==> config.mk <==
export PLATFORM = sky130hd
export DESIGN_NAME = ps2_key_decoder
export DESIGN_NICKNAME = d
export VERILOG_FILES = /design/src/rtl/ps2_key_decoder.sv
export SDC_FILE = /design/constraint.sdc
export NUM_CORES = 1
export LEC_CHECK = 0
export ABC_AREA = 1
export BUFFER_PORTS_ARGS = -buffer_cell sky130_fd_sc_hd__buf_2
export CORE_UTILIZATION = 55
export CTS_CLUSTER_DIAMETER = 30
export DETAILED_ROUTE_END_ITERATION = 12
export HOLD_SLACK_MARGIN = 0.1
export PLACE_DENSITY = 0.73
export SYNTH_ARGS = -nofsm -noshare
export SYNTH_HDL_FRONTEND = slang
export SYNTH_SLANG_ARGS = --single-unit
==> constraint.sdc <==
create_clock -name clock -period 2.15 [get_ports clock]
set_input_delay 0.215 -clock clock [delete_from_list [all_inputs] [get_ports clock]]
set_output_delay 0.215 -clock clock [all_outputs]
set_load 0.005 [all_outputs]
==> src/rtl/ps2_key_decoder.sv <==
// PS/2 keyboard receiver: synchronizes and deglitches the PS/2 lines, frames 11-bit
// packets, and tracks the held state of the four extended arrow keys.
module ps2_key_decoder #(
  parameter int FILTER  = 8,
  parameter int TIMEOUT = 50000
) (
  input  logic       clock,
  input  logic       reset,
  input  logic       ps2_clk,
  input  logic       ps2_data,
  output logic [7:0] scan_code,
  output logic       code_valid,
  output logic       frame_error,
  output logic [3:0] keys
);

  localparam int FW = $clog2(FILTER + 1);
  localparam int TW = $clog2(TIMEOUT + 1);
  localparam logic [FW-1:0] FILT_MAX = FW'(FILTER - 1);
  localparam logic [TW-1:0] TO_MAX   = TW'(TIMEOUT - 1);

  typedef enum logic [1:0] {IDLE, RECV, CHECK} state_t;

  logic          clk_meta_q, clk_meta_d, clk_sync_q, clk_sync_d;
  logic          data_meta_q, data_meta_d, data_sync_q, data_sync_d;
  logic          filt_q, filt_d;
  logic [FW-1:0] filt_cnt_q, filt_cnt_d;
  state_t        state_q, state_d;
  logic [3:0]    bit_cnt_q, bit_cnt_d;
  logic [9:0]    shift_q, shift_d;
  logic [TW-1:0] to_cnt_q, to_cnt_d;
  logic [7:0]    scan_q, scan_d;
  logic          cv_q, cv_d, fe_q, fe_d;
  logic [3:0]    keys_q, keys_d;
  logic          ext_q, ext_d, brk_q, brk_d;
  logic          fall;

  always_comb begin
    clk_meta_d  = ps2_clk;
    clk_sync_d  = clk_meta_q;
    data_meta_d = ps2_data;
    data_sync_d = data_meta_q;
    filt_d      = filt_q;
    filt_cnt_d  = '0;
    state_d     = state_q;
    bit_cnt_d   = bit_cnt_q;
    shift_d     = shift_q;
    to_cnt_d    = to_cnt_q;
    scan_d      = scan_q;
    cv_d        = 1'b0;
    fe_d        = 1'b0;
    keys_d      = keys_q;
    ext_d       = ext_q;
    brk_d       = brk_q;
    fall        = 1'b0;

    // Level flips only on the FILTER-th consecutive sample that disagrees with it.
    if (clk_sync_q != filt_q) begin
      if (filt_cnt_q == FILT_MAX) begin
        filt_d = clk_sync_q;
        fall   = filt_q;
      end else begin
        filt_cnt_d = filt_cnt_q + 1'b1;
      end
    end

    case (state_q)
      IDLE: begin
        if (fall && !data_sync_q) begin
          state_d   = RECV;
          bit_cnt_d = 4'd1;
          to_cnt_d  = '0;
        end
      end
      RECV: begin
        if (fall) begin
          shift_d   = {data_sync_q, shift_q[9:1]};
          bit_cnt_d = bit_cnt_q + 4'd1;
          to_cnt_d  = '0;
          if (bit_cnt_q == 4'd10) state_d = CHECK;
        end else if (to_cnt_q == TO_MAX) begin
          state_d  = IDLE;
          to_cnt_d = '0;
          fe_d     = 1'b1;
        end else begin
          to_cnt_d = to_cnt_q + 1'b1;
        end
      end
      CHECK: begin
        state_d   = IDLE;
        bit_cnt_d = '0;
        if ((^shift_q[8:0]) && shift_q[9]) begin
          scan_d = shift_q[7:0];
          cv_d   = 1'b1;
        end else begin
          fe_d = 1'b1;
        end
      end
      default: state_d = IDLE;
    endcase

    // Key tracking runs one cycle behind the registered code_valid pulse.
    if (cv_q) begin
      if (scan_q == 8'hE0) begin
        ext_d = 1'b1;
      end else if (scan_q == 8'hF0) begin
        brk_d = 1'b1;
      end else begin
        if (ext_q) begin
          case (scan_q)
            8'h75:   keys_d[0] = ~brk_q;
            8'h72:   keys_d[1] = ~brk_q;
            8'h6B:   keys_d[2] = ~brk_q;
            8'h74:   keys_d[3] = ~brk_q;
            default: keys_d = keys_q;
          endcase
        end
        ext_d = 1'b0;
        brk_d = 1'b0;
      end
    end else if (fe_q) begin
      ext_d = 1'b0;
      brk_d = 1'b0;
    end
  end

  always_ff @(posedge clock) begin
    if (reset) begin
      clk_meta_q  <= 1'b1;
      clk_sync_q  <= 1'b1;
      data_meta_q <= 1'b1;
      data_sync_q <= 1'b1;
      filt_q      <= 1'b1;
      filt_cnt_q  <= '0;
      state_q     <= IDLE;
      bit_cnt_q   <= '0;
      shift_q     <= '0;
      to_cnt_q    <= '0;
      scan_q      <= 8'h00;
      cv_q        <= 1'b0;
      fe_q        <= 1'b0;
      keys_q      <= 4'b0000;
      ext_q       <= 1'b0;
      brk_q       <= 1'b0;
    end else begin
      clk_meta_q  <= clk_meta_d;
      clk_sync_q  <= clk_sync_d;
      data_meta_q <= data_meta_d;
      data_sync_q <= data_sync_d;
      filt_q      <= filt_d;
      filt_cnt_q  <= filt_cnt_d;
      state_q     <= state_d;
      bit_cnt_q   <= bit_cnt_d;
      shift_q     <= shift_d;
      to_cnt_q    <= to_cnt_d;
      scan_q      <= scan_d;
      cv_q        <= cv_d;
      fe_q        <= fe_d;
      keys_q      <= keys_d;
      ext_q       <= ext_d;
      brk_q       <= brk_d;
    end
  end

  assign scan_code   = scan_q;
  assign code_valid  = cv_q;
  assign frame_error = fe_q;
  assign keys        = keys_q;

endmodule
==> impl_results.md <==
* Status: complete, no violations
* Hpwl dp at 4200 um
* CP required at 2430 ps
* Antenna-violating nets left at 0
* Setup CP Type: flip-flop to flip-flop
* Syn avg cell area at 6.96 um^2
* Vias/cell at 5.15
* Maximum clock rate at 0.556 GHz
* CTS sink cnt at 57
* Starting DRT DRC Count at 112
* Final min period at 1800 ps
* Area of the core at roughly 5000 um^2
* CP max FO at 6
* Seq/Total Area, Yosys at 0.392
* Die Wd at 74.7 um
* Final hold vios at 0
* Num CTS Buffers at 9
* Final Skew at 5.19 ps
* Hold endpoint: brk_q
* Largest net degree at the start of global routing at 24
* Routed vias at 2656
* Unrepaired setup endpoints after global routing: no
* WHS Path Cells at 2
* Crit start category: flip-flop
* Synth top cells by count: nand2_1 (86), nor2_1 (61), dfxtp_1 (57)
* Initial antenna violation count at 0
* Most common cell in the netlist: nand2_1
* R2r startpoint: state_q[1]
* Max H-tree Level at 3
* Critical path origin: state_q[1]
* Net Count, Synth at 431
* Total Power at 2.87 mW
* Syn-to-layout area delta at 13.3%
* Starting Density at 0.570
* Max cap viols at 0
* Setup violators final at 0
* DR WL/cell at 11.4 um
* DIE AREA at 5580 um^2
* Synthesis warning total at 0
* I/O Buffers at 17
* Post-Synthesis Cells at roughly 420
* Clock root buffer: clkbuf_8
* Postcts setup bufs at 0
* Tightest Pin Transition at 461 ps
* EDFF count, synth at 0
* Die H at 74.7 um
* VDD IR max at 0.568 mV
* Number of global-route vias before repair at between 2000 and 2500
* CTS clock-pin slew for the worst setup and hold paths at 70 ps
* GRT Overall Usage at 0.235
* Min-delay worst type: input port to flip-flop
* Row count at 26
* Worst skew pair latency at 340 ps
* Worst R2R End: to_cnt_q[8]
* Post-synth cell types at 33
* #FFs+latches synth at 57
* Setup TNS at 0 ps
* Synth area leaders: dfxtp_1 (39%), nand2_1 (11%), nor2_1 (7.9%)
* Hold Path Origin: reset
* Overflow after GRT at 0
* DRC Markers at 0
* Layout cell share with drive strength beyond 1 at 0.119
* PD cells at 871 nW/um^2
* Pre-Repair DR Iteration Count at 4
* Kind of end point of the critical path: flip-flop
* Slew Viols, Final at 0
* Critical path arrival at around 2100 ps
* Final RePlAce weighted congestion at 0.842
* Leading area contributor after synthesis: dfxtp_1
* Maximum clock path buffer count at 2
* Relative slew slack at 0.690
* Fin nets at 455
* Ys async rst share at 0
* Post-Syn Area at 2910 um^2
* Top-area cell type share of the netlist area at 0.392
* Setup slack, reg-to-reg at 350 ps
* Ys flop type: dfxtp_1
* Reg2reg path depth at 8
* Final Cycle Share at 0.837
* Detailed Route WL at roughly 5900 um
* P_leak at 1.34 nW
* ANT cells at 0
* First-pass GRT wire length at 9850 um
* Top-Level Pins at 18
* CTS tree: built
==> worst max-delay path: stages, from the launching register on <==
cell and delay (ps):
dfxtp_1 320, inv_1 110, ha_1 260, inv_1 130, nor2_1 230, nand2_1 170, a21oi_2 290, nand2_1 90
a21oi_1 130
==> sequential cells by signal, indices dropped and copies added (netlist names) <==
name and count:
scan_code 8, frame_error 1, ext_q 1, data_meta_q 1, data_sync_q 1, bit_cnt_q 4
clk_meta_q 1, to_cnt_q 16, code_valid 1, keys 4, filt_cnt_q 4, brk_q 1
state_q 2, clk_sync_q 1, filt_q 1, shift_q 10
==> power breakdown <==
| group | internal (mW) | switching, mW |
|---|---|---|
| clock | 0.742 | 0.431 |
| combinational | 0.170 | 0.394 |
| sequential | 1.10 | 0.0350 |
| total | 2.01 | 0.860 |
==> kinds of logic after synthesis <==
family / synth area share
compound gates: 0.106
xor+xnor: 0.0211
flops: 0.392
simple gates: 0.357
buf+inv: 0.0852
fa+ha+maj: 0.0387
==> metal layers <==
layer / vias to the layer above / routed length, um / track usage
li1: 1405 / - / -
met1: 1171 / 2790 / 0.273
met2: 66 / 2690 / 0.399
met3: 14 / 256 / 0.0482
met4: 0 / 159 / 0.145
met5: - / 0 / 0
==> placed cells by master, fill, tap and decap left out <==
cell type and count:
nand2_1 86, nor2_1 61, dfxtp_1 57, inv_1 51, a21oi_1 30, nand3_1 24
o21ai_0 21, buf_2 17, nand4_1 16, nor3_1 14, clkbuf_8 12, ha_1 9
nor4_1 5, xor2_1 5, or2_2 5, nand3_2 4, o21ai_1 4, nand2_2 3
xnor2_1 2, bufinv_16 2, dlygate4sd3_1 2, buf_4 2, nor3_4 1, clkinv_1 1
nor2_2 1, o21ai_4 1, inv_2 1, a21oi_2 1, or2_1 1, nand2_4 1
nor3_2 1, or2_0 1, nor2_4 1, nand3b_1 1, a22oi_1 1, clkbuf_1 1
==> worst max path at each step <==
stage | slack, ps | end | cells past startpoint
final | 350 | to_cnt_q[8] | 8
after global routing | 150 | to_cnt_q[8] | 8
after CTS | 350 | to_cnt_q[10] | 8
after detailed placement | 370 | to_cnt_q[13] | 8
after global placement | 430 | to_cnt_q[10] | 8
after floorplan | 620 | to_cnt_q[5] | 8
==> metrics by stage <==
step / hold WS [ps] / util / worst slack [ps] / instances / instance area [um^2]
finish: 220 / 0.646 / 350 / 516 / 3300
global route: 255 / 0.646 / 151 / 516 / 3300
CTS: 221 / 0.646 / 350 / 516 / 3300
detailed placement: 393 / 0.597 / 374 / 499 / 3050
global placement: 391 / 0.597 / 431 / 499 / 3050
floorplan: 319 / - / 617 / 418 / 2910
==> repair_timing <==
action	in CTS	in global routing
hold buffers	2	0
endpoints found under the hold margin	2	0
resized for setup	0	0
==> layout make-up <==
type | count | area (um^2)
clock inverters | 2 | 60.1
fillers | 468 | 1810
repair buffers | 21 | 120
well taps | 70 | 87.6
flip-flops and latches | 57 | 1140
inverters | 53 | 199
clock buffers | 13 | 169
multi-input cells | 300 | 1520
Note: power is estimated with default switching activity, not from simulation.
